===== src/rtl/bnn_pkg.sv =====
// ---------------------------------------------------------------------------
// bnn_pkg
// Shared definitions for the BNN vote filter slice.
// Contents:
//   WINDOW_DEFAULT / HYST_DEFAULT : default window depth and vote hysteresis
//   CLASS_A / CLASS_B             : classifier result encoding
//   STATE_FILL / STATE_TRACK      : vote filter state encoding
//   COUNT_W                       : width of the fill and ones counters
//   countConst()                  : sizes an integer constant to COUNT_W bits
// ---------------------------------------------------------------------------
package bnn_pkg;

  localparam int WINDOW_DEFAULT = 8;
  localparam int HYST_DEFAULT   = 1;

  localparam logic CLASS_A = 1'b0;
  localparam logic CLASS_B = 1'b1;

  localparam logic [0:0] STATE_FILL  = 1'b0;
  localparam logic [0:0] STATE_TRACK = 1'b1;

  // Wide enough to hold the value 16 for the deepest legal window.
  localparam int COUNT_W = 5;

  function automatic logic [COUNT_W-1:0] countConst(input int value);
    return COUNT_W'(value);
  endfunction

endpackage


===== src/rtl/bnn_vote_window.sv =====
// ---------------------------------------------------------------------------
// bnn_vote_window
// Holds the most recent WINDOW classifier results, a saturating fill count
// and an incrementally maintained count of class-B results in the window.
// Ports:
//   clk, rst_n     : clock, asynchronous active-low reset
//   accept_i       : shift class_i into the window this cycle
//   flush_i        : synchronous clear (wins over accept_i)
//   class_i        : result bit to shift in
//   ones_o         : registered count of ones in the window
//   full_o         : registered window-full flag
//   ones_next_o    : ones count after this cycle's update (for decisions)
//   full_next_o    : window-full flag after this cycle's update
// ---------------------------------------------------------------------------
module bnn_vote_window
  import bnn_pkg::*;
#(
  parameter int WINDOW = WINDOW_DEFAULT
) (
  input  logic               clk,
  input  logic               rst_n,
  input  logic               accept_i,
  input  logic               flush_i,
  input  logic               class_i,
  output logic [COUNT_W-1:0] ones_o,
  output logic               full_o,
  output logic [COUNT_W-1:0] ones_next_o,
  output logic               full_next_o
);

  localparam logic [COUNT_W-1:0] FULL_COUNT = countConst(WINDOW);

  logic [WINDOW-1:0]  window_q, window_d;
  logic [COUNT_W-1:0] fill_q, fill_d;
  logic [COUNT_W-1:0] ones_q, ones_d;
  logic               evictBit;

  // The oldest bit only leaves the count once the window is really full;
  // before that the top bit is still reset padding, not a result.
  always_comb begin
    window_d = window_q;
    fill_d   = fill_q;
    ones_d   = ones_q;
    evictBit = (fill_q == FULL_COUNT) ? window_q[WINDOW-1] : 1'b0;
    if (flush_i) begin
      window_d = '0;
      fill_d   = '0;
      ones_d   = '0;
    end else if (accept_i) begin
      window_d = {window_q[WINDOW-2:0], class_i};
      fill_d   = (fill_q == FULL_COUNT) ? fill_q : fill_q + 1'b1;
      ones_d   = ones_q + {{(COUNT_W-1){1'b0}}, class_i}
                        - {{(COUNT_W-1){1'b0}}, evictBit};
    end
  end

  always_ff @(posedge clk or negedge rst_n) begin
    if (!rst_n) begin
      window_q <= '0;
      fill_q   <= '0;
      ones_q   <= '0;
    end else begin
      window_q <= window_d;
      fill_q   <= fill_d;
      ones_q   <= ones_d;
    end
  end

  assign ones_o      = ones_q;
  assign full_o      = (fill_q == FULL_COUNT);
  assign ones_next_o = ones_d;
  assign full_next_o = (fill_d == FULL_COUNT);

endmodule


===== src/rtl/bnn_vote_filter.sv =====
// ---------------------------------------------------------------------------
// bnn_vote_filter
// Smooths a stream of single-bit BNN classifier results with a hysteretic
// majority vote over the last WINDOW results and presents each update as an
// output record with a valid/ready handshake.
// Ports:
//   clk, rst_n  : clock, asynchronous active-low reset
//   ena         : block enable; when low everything holds
//   flush       : synchronous clear of window, counters, decision, overrun
//   res_valid   : result strobe from the classifier
//   res_class   : classifier result (CLASS_A / CLASS_B)
//   out_ready   : downstream accepts the current record
//   out_valid   : output record available
//   out_class   : filtered class decision
//   out_ones    : class-B results currently in the window
//   out_full    : window holds WINDOW results
//   overrun     : sticky; an unaccepted record was overwritten
// ---------------------------------------------------------------------------
module bnn_vote_filter
  import bnn_pkg::*;
#(
  parameter int WINDOW = WINDOW_DEFAULT,
  parameter int HYST   = HYST_DEFAULT
) (
  input  logic               clk,
  input  logic               rst_n,
  input  logic               ena,
  input  logic               flush,
  input  logic               res_valid,
  input  logic               res_class,
  input  logic               out_ready,
  output logic               out_valid,
  output logic               out_class,
  output logic [COUNT_W-1:0] out_ones,
  output logic               out_full,
  output logic               overrun
);

  localparam logic [COUNT_W-1:0] SET_TH   = countConst(WINDOW / 2 + HYST);
  localparam logic [COUNT_W-1:0] CLEAR_TH = countConst(WINDOW / 2 - HYST);

  logic               acceptRes;
  logic               flushEn;
  logic [COUNT_W-1:0] onesNext;
  logic               fullNext;

  logic [0:0] state_q, state_d;
  logic       outClass_q, outClass_d;
  logic       outValid_q, outValid_d;
  logic       overrun_q, overrun_d;

  // Flush is ignored while disabled and beats a simultaneous result.
  assign flushEn   = flush & ena;
  assign acceptRes = res_valid & ena & ~flush;

  bnn_vote_window #(
    .WINDOW (WINDOW)
  ) u_window (
    .clk         (clk),
    .rst_n       (rst_n),
    .accept_i    (acceptRes),
    .flush_i     (flushEn),
    .class_i     (res_class),
    .ones_o      (out_ones),
    .full_o      (out_full),
    .ones_next_o (onesNext),
    .full_next_o (fullNext)
  );

  // The accept that completes the window already votes, so a decision is
  // made whenever the post-update window is full. Between the two thresholds
  // the previous decision is kept.
  always_comb begin
    state_d    = state_q;
    outClass_d = outClass_q;
    outValid_d = outValid_q;
    overrun_d  = overrun_q;
    if (flushEn) begin
      state_d    = STATE_FILL;
      outClass_d = CLASS_A;
      outValid_d = 1'b0;
      overrun_d  = 1'b0;
    end else if (acceptRes) begin
      outValid_d = 1'b1;
      if (outValid_q && !out_ready) begin
        overrun_d = 1'b1;
      end
      if ((state_q == STATE_TRACK) || fullNext) begin
        state_d = STATE_TRACK;
        if (onesNext >= SET_TH) begin
          outClass_d = CLASS_B;
        end else if (onesNext <= CLEAR_TH) begin
          outClass_d = CLASS_A;
        end
      end
    end else if (ena && outValid_q && out_ready) begin
      outValid_d = 1'b0;
    end
  end

  always_ff @(posedge clk or negedge rst_n) begin
    if (!rst_n) begin
      state_q    <= STATE_FILL;
      outClass_q <= CLASS_A;
      outValid_q <= 1'b0;
      overrun_q  <= 1'b0;
    end else begin
      state_q    <= state_d;
      outClass_q <= outClass_d;
      outValid_q <= outValid_d;
      overrun_q  <= overrun_d;
    end
  end

  assign out_valid = outValid_q;
  assign out_class = outClass_q;
  assign overrun   = overrun_q;

endmodule


===== config.mk =====
export PLATFORM = sky130hd
export DESIGN_NAME = bnn_vote_filter
export DESIGN_NICKNAME = d
export VERILOG_FILES = /design/src/rtl/bnn_pkg.sv /design/src/rtl/bnn_vote_window.sv /design/src/rtl/bnn_vote_filter.sv
export SDC_FILE = /design/constraint.sdc
export NUM_CORES = 1
export LEC_CHECK = 0
export ABC_AREA = 0
export CORE_ASPECT_RATIO = 0.6
export CORE_MARGIN = 3
export CORE_UTILIZATION = 42
export CTS_CLUSTER_DIAMETER = 40
export CTS_CLUSTER_SIZE = 20
export DETAILED_ROUTE_END_ITERATION = 8
export SYNTH_ARGS = -nofsm -noshare
export SYNTH_HDL_FRONTEND = slang
export SYNTH_SLANG_ARGS = --single-unit

===== constraint.sdc =====
create_clock -name clk -period 9.83 [get_ports clk]
set_input_delay 1.966 -clock clk [delete_from_list [all_inputs] [get_ports clk]]
set_output_delay 1.966 -clock clk [all_outputs]
set_load 0.01 [all_outputs]

==> impl_metrics.tcl, run 1 <==
set metrics [dict create \
    outcome "complete, no violations" \
    drive_above_1_share_pct 6.00 \
    vias 1075 \
    fin_crit_sh_pct 43.0 \
    fp.dieH_um 49.8 \
    cts_max_level 1 \
    syn_inst 139 \
    pin_count 16 \
    power.density_nw_per_um2 153 \
    reg2regPathDepth 15 \
    num_antenna_cells 0 \
    cts_buffers 3 \
    cts.clk_slew.worst_paths_ns 0.08 \
    rows 15 \
    hp-start "u_window.window_q[7]" \
    clk_latency_ns 0.26 \
    fp.dieW_um 79.1 \
    combPwrFrac_pct 30.4 \
    min_period_ns 4.22 \
    vias_per_cell 5.60 \
    synth-main-ff-cell "dfrtp_1" \
    dieArea_um2 3940 \
    postRouteAntennaNets 0 \
    relSlewSlack_pct 31.8 \
    leakagePower_nw 0.681 \
    rrSetupSlack_ns 6.34 \
    critPathKind "in2reg" \
    post-route-util_pct 52.4 \
    nets 167 \
    drtPass1Iterations 4 \
    wl_mm 3.13 \
    synthesis.area_um2 1350 \
    p_sw_share_pct 31.4 \
    area_growth_pct 15.4 \
    first_global_vias 1041 \
    worstSetupStartpoint "res_class" \
    rr_startpoint "u_window.fill_q[0]" \
    antenna_found_initial 0 \
    internal_power_uw 163 \
    pwr-share-seq_pct 45.8 \
    synth_nets 154 \
    setup_viol 0 \
    hold_violations 0 \
    worstReg2RegEnd "out_class" \
    start_kind "input port" \
    drc_errors 0 \
    tns_ns 0 \
    core_area_um2 2970 \
    crit_arrival_ns 4.36 \
    ys_ff_latch 22 \
    yosysWarnings 0 \
    cp_max_fo 2 \
    yosysUniqueCellTypes 44 \
    syn_area_per_cell_um2 9.68 \
    endpoint_kind "flip-flop" \
    cts_root_buffer "clkbuf_8" \
    cts_buffer_depth 2 \
    synth_edf_count 0 \
    grt_first_pass_wirelength_mm 5.21 \
    rsz0062_at_grt "no" \
    synthArstFlopShare_pct 100 \
    port_buffers 15 \
    place_hpwl_mm 2.11 \
    drt_iter0_drc 156 \
    cts_resized 0 \
    cts.sinks 22 \
    start_util_pct 45.4 \
    globalRouteTotalUtil_pct 17.3 \
    worst_slew_pin_slew_ns 1.02 \
    ctsHoldBuffers 0 \
    gp_congestion 0.809 \
    drv_slew 0 \
    fin_worst_skew_ns 0.00517 \
    power.switching_uw 74.5 \
    min_path_type "reg2reg" \
    cts_tree "done" \
    nFillCells 294 \
    synth-seq-area-share_pct 40.9 \
    required_ns 9.96 \
    grt_overflow 0 \
    crit_path_end "out_class" \
    cts_setup_buffers 0 \
    clock_power_share_pct 23.9 \
    vdd_ir_drop_max_mv 0.0898 \
    maxCapViolCount 0 \
    fmax_ghz 0.237 \
    post_drt_wl_per_cell_um 16.3 \
    grt_max_degree 28 \
]
## synthesized netlist by cell type (2+ instances only)
cell / n / area, µm²
a21o_1: 3 / 22.5
a21oi_1: 7 / 35.0
a22o_1: 2 / 17.5
a22oi_1: 8 / 60.1
a32oi_1: 2 / 17.5
buf_2: 2 / 10.0
clkbuf_1: 4 / 15.0
dfrtp_1: 22 / 551
ha_1: 7 / 87.6
inv_1: 14 / 52.6
mux2i_1: 2 / 20.0
nand2_1: 8 / 30.0
nand2b_1: 3 / 18.8
nand4_1: 3 / 18.8
nor2_1: 7 / 26.3
nor2b_1: 2 / 12.5
nor3b_1: 2 / 15.0
o21ai_0: 2 / 10.0
o21ai_1: 6 / 30.0
o2bb2ai_1: 8 / 70.1
o31ai_1: 2 / 15.0
## area by class of cell
class                           instances  area, µm²  share of cell area [%]
Clock buffer                            3       41.3                    2.66
Sequential cell                        22        551                    35.5
Timing Repair Buffer                   16        158                    10.2
Inverter                               15       56.3                    3.63
Tap cell                               42       52.6                    3.38
Multi-Input combinational cell         94        694                    44.7
## critical path, cell delays in order
cell and delay, ns:
clkdlybuf4s50_1 0.50, ha_1 0.19, inv_1 0.06, fa_1 0.38, nand2b_1 0.18, a21oi_1 0.18, mux2i_1 0.22, mux2_1 0.36
a211oi_1 0.23, o21ai_0 0.11
## power by group through the flow
stage          clock network, mW  logic, mW  registers (mW)
2_1_floorplan                  0     0.0416           0.112
3_3_place_gp                   0     0.0708           0.110
3_5_place_dp                   0     0.0711           0.110
4_1_cts                   0.0591     0.0724           0.109
5_1_grt                   0.0637     0.0798           0.110
6_report                  0.0567     0.0721           0.109
## placed cells by master (no fill, tap or decap), types with 2 or more instances in the layout
| master | n |
|---|---|
| a21o_1 | 3 |
| o2bb2ai_1 | 8 |
| nand2b_1 | 3 |
| inv_1 | 14 |
| nor2_1 | 7 |
| a22o_1 | 2 |
| clkbuf_8 | 3 |
| nand2_1 | 8 |
| a21oi_1 | 7 |
| o21ai_1 | 6 |
| o21ai_0 | 2 |
| nand4_1 | 3 |
| a22oi_1 | 8 |
| a32oi_1 | 2 |
| o31ai_1 | 2 |
| mux2i_1 | 2 |
| dfrtp_1 | 22 |
| nor2b_1 | 2 |
| nor3b_1 | 2 |
| clkdlybuf4s50_1 | 15 |
| ha_1 | 7 |
## layer usage
layer | wire length, µm | vias to the layer above | global-route usage [%]
met5 | 0 | - | 0
met4 | 20 | 0 | 4.00
met3 | 121 | 4 | 4.93
met2 | 1210 | 26 | 22.8
met1 | 1780 | 508 | 27.2
li1 | - | 537 | -
## worst min-delay path by stage
stage | endpoint | slack [ns] | cells after the start
3_3_place_gp | u_window.window_q[7] | 0.48 | 1
5_1_grt | u_window.window_q[7] | 0.52 | 1
6_report | u_window.window_q[7] | 0.51 | 1
2_1_floorplan | u_window.window_q[7] | 0.46 | 1
3_5_place_dp | u_window.window_q[7] | 0.49 | 1
4_1_cts | u_window.window_q[7] | 0.51 | 1
## logic make-up after synthesis
logic type | synth area share (%)
mux | 2.33
simple gates | 14.8
buf+inv | 7.44
xor+xnor | 0.651
flops | 40.9
compound gates | 25.9
fa+ha+maj | 8.00
## sequential cells by signal (all words and copies together), names as in the netlist
register           count
u_window.window_q      8
u_window.fill_q        5
u_window.ones_o        5
out_class              1
out_valid              1
overrun                1
state_q                1
## through the flow
| stage | instance area [µm²] | hold slack [ns] | setup WS [ns] | cells | power [mW] |
|---|---|---|---|---|---|
| final | 1550 | 0.511 | 5.61 | 192 | 0.237 |
| after global routing | 1550 | 0.521 | 5.46 | 192 | 0.253 |
| after CTS | 1550 | 0.509 | 5.61 | 192 | 0.240 |
| after detailed placement | 1510 | 0.488 | 5.36 | 189 | 0.181 |
| after global placement | 1510 | 0.482 | 5.41 | 189 | 0.181 |
| after floorplan | 1350 | 0.458 | 6.06 | 139 | 0.153 |
Note: power is estimated with default switching activity, not from simulation.
==> run 2, diff against run 1 <==
Clock period 9.83 ns to 4.15 ns, I/O delays scaled along.
==> impl_metrics.tcl, run 2 (same netlist as run 1, synthesis figures left out) <==
set metrics [dict create \
    place_hpwl_mm 2.07 \
    port_buffers 15 \
    grt_max_degree 28 \
    area_growth_pct 16.0 \
    vdd_ir_drop_max_mv 0.186 \
    post_drt_wl_per_cell_um 15.2 \
    largest_register_ffs 8 \
    core_area_um2 2970 \
    rows 15 \
    cts_resized 0 \
    grt_first_pass_wirelength_mm 4.84 \
    vias_per_cell 5.47 \
    worstSetupStartpoint "u_window.fill_q[0]" \
    final_cell_mix "dfrtp_1, clkdlybuf4s50_1, inv_1" \
    fp.dieW_um 79.1 \
    reg2regPathDepth 15 \
    drv_slew 0 \
    cp_slowest_cell "dfrtp_1" \
    fin_worst_skew_ns 0.00114 \
    cts_buffers 3 \
    hold_violations 0 \
    cp_max_fo 6 \
    rsz0062_at_grt "no" \
    cts_setup_buffers 0 \
    postRouteAntennaNets 0 \
    grt_overflow 0 \
    cts_max_level 1 \
    gp_congestion 0.758 \
    worstReg2RegEnd "out_class" \
    drc_errors 0 \
    start_util_pct 45.4 \
    nets 168 \
    fmax_ghz 0.291 \
    worstPathCellList "inv_1 -> ha_1 -> and4bb_1 -> and2_1 -> ha_1 -> inv_1 -> ha_1 -> inv_1 -> fa_1 -> nand2b_1 -> a21oi_1 -> mux2i_1 -> mux2_1 -> a211oi_1 -> o21ai_0" \
    crit_path_end "out_class" \
    pin_count 16 \
    drive_above_1_share_pct 6.62 \
    setup_viol 0 \
    post-route-util_pct 52.6 \
    cts.clk_slew.worst_paths_ns 0.07 \
    final_area_um2 1560 \
    drtPass1Iterations 6 \
    layout_commonest_cell "dfrtp_1" \
    cts_tree "done" \
    worst_slew_pin_slew_ns 0.982 \
    rrSetupSlack_ns 0.71 \
    outcome "complete, no violations" \
    first_global_vias 940 \
    globalRouteTotalUtil_pct 16.1 \
    power.density_nw_per_um2 356 \
    num_antenna_cells 0 \
    maxCapViolCount 0 \
    wl_mm 2.93 \
    seq_area_um2 551 \
    start_kind "flip-flop" \
    worst_slack_ns 0.708 \
    clk_latency_ns 0.26 \
    fin_crit_sh_pct 82.9 \
    multi_input_area_um2 694 \
    vias 1056 \
    relSlewSlack_pct 34.4 \
    antenna_found_initial 0 \
    ctsHoldBuffers 0 \
    drt_iter0_drc 83 \
    nFillCells 273 \
    rr_startpoint "u_window.fill_q[0]" \
    cpPeakStageDelay_ns 0.45 \
    cts_buffer_depth 2 \
    required_ns 4.29 \
    fp.dieH_um 49.8 \
    cts_root_buffer "clkbuf_8" \
    critPathKind "reg2reg" \
    dpl_cell_area_um2 1520 \
    tns_ns 0 \
    crit_arrival_ns 3.58 \
    cts.sinks 22 \
    top_register "u_window.window_q" \
    endpoint_kind "flip-flop" \
    whs_ns 0.509 \
    min_path_type "reg2reg" \
    leakagePower_nw 0.685 \
    place_ws_ns 0.751 \
    min_period_ns 3.44 \
    dieArea_um2 3940 \
]
==> run 2: cell count changes in the layout (fill, tap and decap cells not counted), sizes merged <==
cell,before,now
buf,1,2
==> run 2: through the flow <==
| step | power, mW | instances |
|---|---|---|
| final | 0.556 | 193 |
| after global routing | 0.595 | 193 |
| after CTS | 0.563 | 193 |
| after detailed placement | 0.429 | 190 |
| after global placement | 0.429 | 190 |
| after floorplan | 0.364 | 139 |
==> run 2: worst min-delay path by stage <==
stage | end | startpoint | slack, ns | depth (start not counted)
after floorplan | u_window.window_q[7] | u_window.window_q[7] | 0.46 | 1
after global placement | out_class | out_class | 0.49 | 2
after detailed placement | u_window.window_q[7] | u_window.window_q[7] | 0.49 | 1
after CTS | u_window.window_q[7] | u_window.window_q[7] | 0.51 | 1
after global routing | u_window.window_q[0] | u_window.window_q[0] | 0.54 | 1
final | u_window.window_q[7] | u_window.window_q[7] | 0.51 | 1
==> run 2: worst max-delay path: cells and delay by family, from the launching register on <==
| family | cells | cell delay [ns] |
|---|---|---|
| DFF | 1 | 0.45 |
| muxes | 2 | 0.58 |
| and+or+nand+nor | 3 | 0.64 |
| AOI/OAI and AO/OA | 3 | 0.49 |
| adders and majority gates | 4 | 0.98 |
| buffers and inverters | 3 | 0.18 |
==> run 2: report_power, final <==
group | leakage (nW) | internal, mW | switching [mW]
registers | 0.299 | 0.236 | 0.0217
logic | 0.365 | 0.0856 | 0.0839
clock network | 0.0216 | 0.0647 | 0.0637
==> run 2: area by class of cell <==
cell class,instances,area share (%)
clock buffer,3,2.65
inverter,15,3.61
multi-input combinational,94,44.5
sequential,22,35.3
tap,42,3.37
timing repair buffer,17,10.6
==> run 2: metal layers <==
metal / track usage, % / wire length, µm / vias up
met4: 3.43 / 14 / 0
met2: 18.6 / 1100 / 24
met5: 0 / 0 / -
met3: 4.01 / 148 / 2
li1: - / - / 544
met1: 28.1 / 1670 / 486
==> run 3, diff against run 2 <==
Clock period 4.15 ns to 3.3 ns, I/O delays scaled along.
==> impl_metrics.tcl, run 3 (same netlist as run 1, synthesis figures left out) <==
set metrics [dict create \
    setup_viol 0 \
    cts_max_level 1 \
    worst_slew_pin_slew_ns 0.542 \
    ctsHoldBuffers 0 \
    min_period_ns 3.12 \
    outcome "complete, no violations" \
    layout_commonest_cell "dfrtp_1" \
    grt_overflow 0 \
    cp_max_fo 4 \
    post_drt_wl_per_cell_um 15.8 \
    grt_first_pass_wirelength_mm 5.37 \
    largest_register_ffs 8 \
    cts_root_buffer "clkbuf_8" \
    final_cell_mix "dfrtp_1, clkdlybuf4s50_1, inv_1" \
    rsz0062_at_grt "no" \
    antenna_found_initial 0 \
    vias_per_cell 5.74 \
    drt_iter0_drc 100 \
    pin_count 16 \
    fp.dieW_um 79.1 \
    postRouteAntennaNets 0 \
    cts.clk_slew.worst_paths_ns 0.08 \
    leakagePower_nw 0.721 \
    port_buffers 15 \
    internal_power_uw 505 \
    pwr-share-seq_pct 43.6 \
    min_path_type "reg2reg" \
    nets 174 \
    combPwrFrac_pct 33.7 \
    clock_power_share_pct 22.8 \
    fin_crit_sh_pct 94.7 \
    drtPass1Iterations 4 \
    dpl_cell_area_um2 1560 \
    area_growth_pct 20.8 \
    power.density_nw_per_um2 454 \
    drv_slew 0 \
    critPathKind "reg2reg" \
    drive_above_1_share_pct 12.7 \
    rows 15 \
    place_ws_ns 0.0384 \
    wl_met2_mm 1.30 \
    first_global_vias 1119 \
    globalRouteTotalUtil_pct 17.7 \
    drc_errors 0 \
    fin_worst_skew_ns 0.00510 \
    wl_met3_um 178 \
    relSlewSlack_pct 63.7 \
    place_hpwl_mm 2.29 \
    gp_congestion 0.770 \
    num_antenna_cells 0 \
    wl_mm 3.15 \
    cts.sinks 22 \
    final_area_um2 1630 \
    hold_violations 0 \
    vias 1142 \
    top_layer "met4" \
    power.switching_uw 234 \
    fmax_ghz 0.320 \
    dieArea_um2 3940 \
    cts_tree "done" \
    start_util_pct 45.4 \
    maxCapViolCount 0 \
    p_sw_share_pct 31.6 \
    required_ns 3.45 \
    start_kind "flip-flop" \
    vdd_ir_drop_max_mv 0.248 \
    crit_arrival_ns 3.27 \
    wl_met1_mm 1.65 \
    top_register "u_window.window_q" \
    fp.dieH_um 49.8 \
    tns_ns 0 \
    worst_slack_ns 0.177 \
    clk_latency_ns 0.27 \
    endpoint_kind "flip-flop" \
    cts_buffers 3 \
    power.total_uw 738 \
    cts_buffer_depth 2 \
    core_area_um2 2970 \
    grt_max_degree 23 \
]
==> run 3: cell type report <==
type / instances / area (µm²)
fill: 294 / 1340
multi-input combinational: 94 / 714
sequential: 22 / 551
timing repair buffer: 23 / 210
inverter: 15 / 56.3
tap: 42 / 52.6
clock buffer: 3 / 41.3
==> run 3: worst paths after layout <==
path	slack (ns)	end	depth (start not counted)	start
setup / recovery	0.18	out_class	15	u_window.fill_q[1]
hold / removal	0.50	u_window.window_q[7]	1	u_window.window_q[7]
setup reg to reg	0.18	out_class	15	u_window.fill_q[1]
hold reg to reg	0.50	u_window.window_q[7]	1	u_window.window_q[7]
max in group asynchronous	2.32	u_window.fill_q[1]	2	rst_n
min in group asynchronous	0.75	u_window.fill_q[0]	2	rst_n
==> run 3: repair_timing <==
action / 4_1_cts / 5_1_grt
endpoints found under the setup margin: 0 / 1
endpoints found under the hold margin: 0 / 0
gates resized for setup: 0 / 6
setup buffers: 0 / 1
==> run 3: power groups by stage <==
stage | Combinational [mW] | Sequential (mW) | Clock [mW]
final | 0.249 | 0.322 | 0.168
after global routing | 0.270 | 0.326 | 0.193
after global placement | 0.218 | 0.326 | 0
after detailed placement | 0.223 | 0.327 | 0
after floorplan | 0.124 | 0.333 | 0
after CTS | 0.226 | 0.321 | 0.174
==> run 3: metrics by stage <==
step           hold WS, ns  utilization [%]  instances
5_1_grt              0.513             54.8        199
6_report             0.499             54.8        199
3_3_place_gp         0.489             52.5        195
4_1_cts              0.502             53.9        198
2_1_floorplan        0.364                -        139
3_5_place_dp         0.482             52.5        195
==> run 3: metal layers <==
layer,track usage [%],vias up
met2,24.4,39
met3,4.74,3
met1,27.2,550
met5,0,-
met4,3.71,0
li1,-,550
==> run 3: worst max-delay path, stage by stage, from the launching register on <==
cell	delay (ns)
dfrtp_1	0.39
inv_1	0.06
ha_1	0.17
and4bb_1	0.22
and2_1	0.17
ha_1	0.26
inv_1	0.06
ha_1	0.16
inv_1	0.06
fa_1	0.38
nand2b_4	0.16
a21oi_2	0.13
mux2i_1	0.25
mux2_4	0.33
a211oi_2	0.14
o21ai_1	0.08
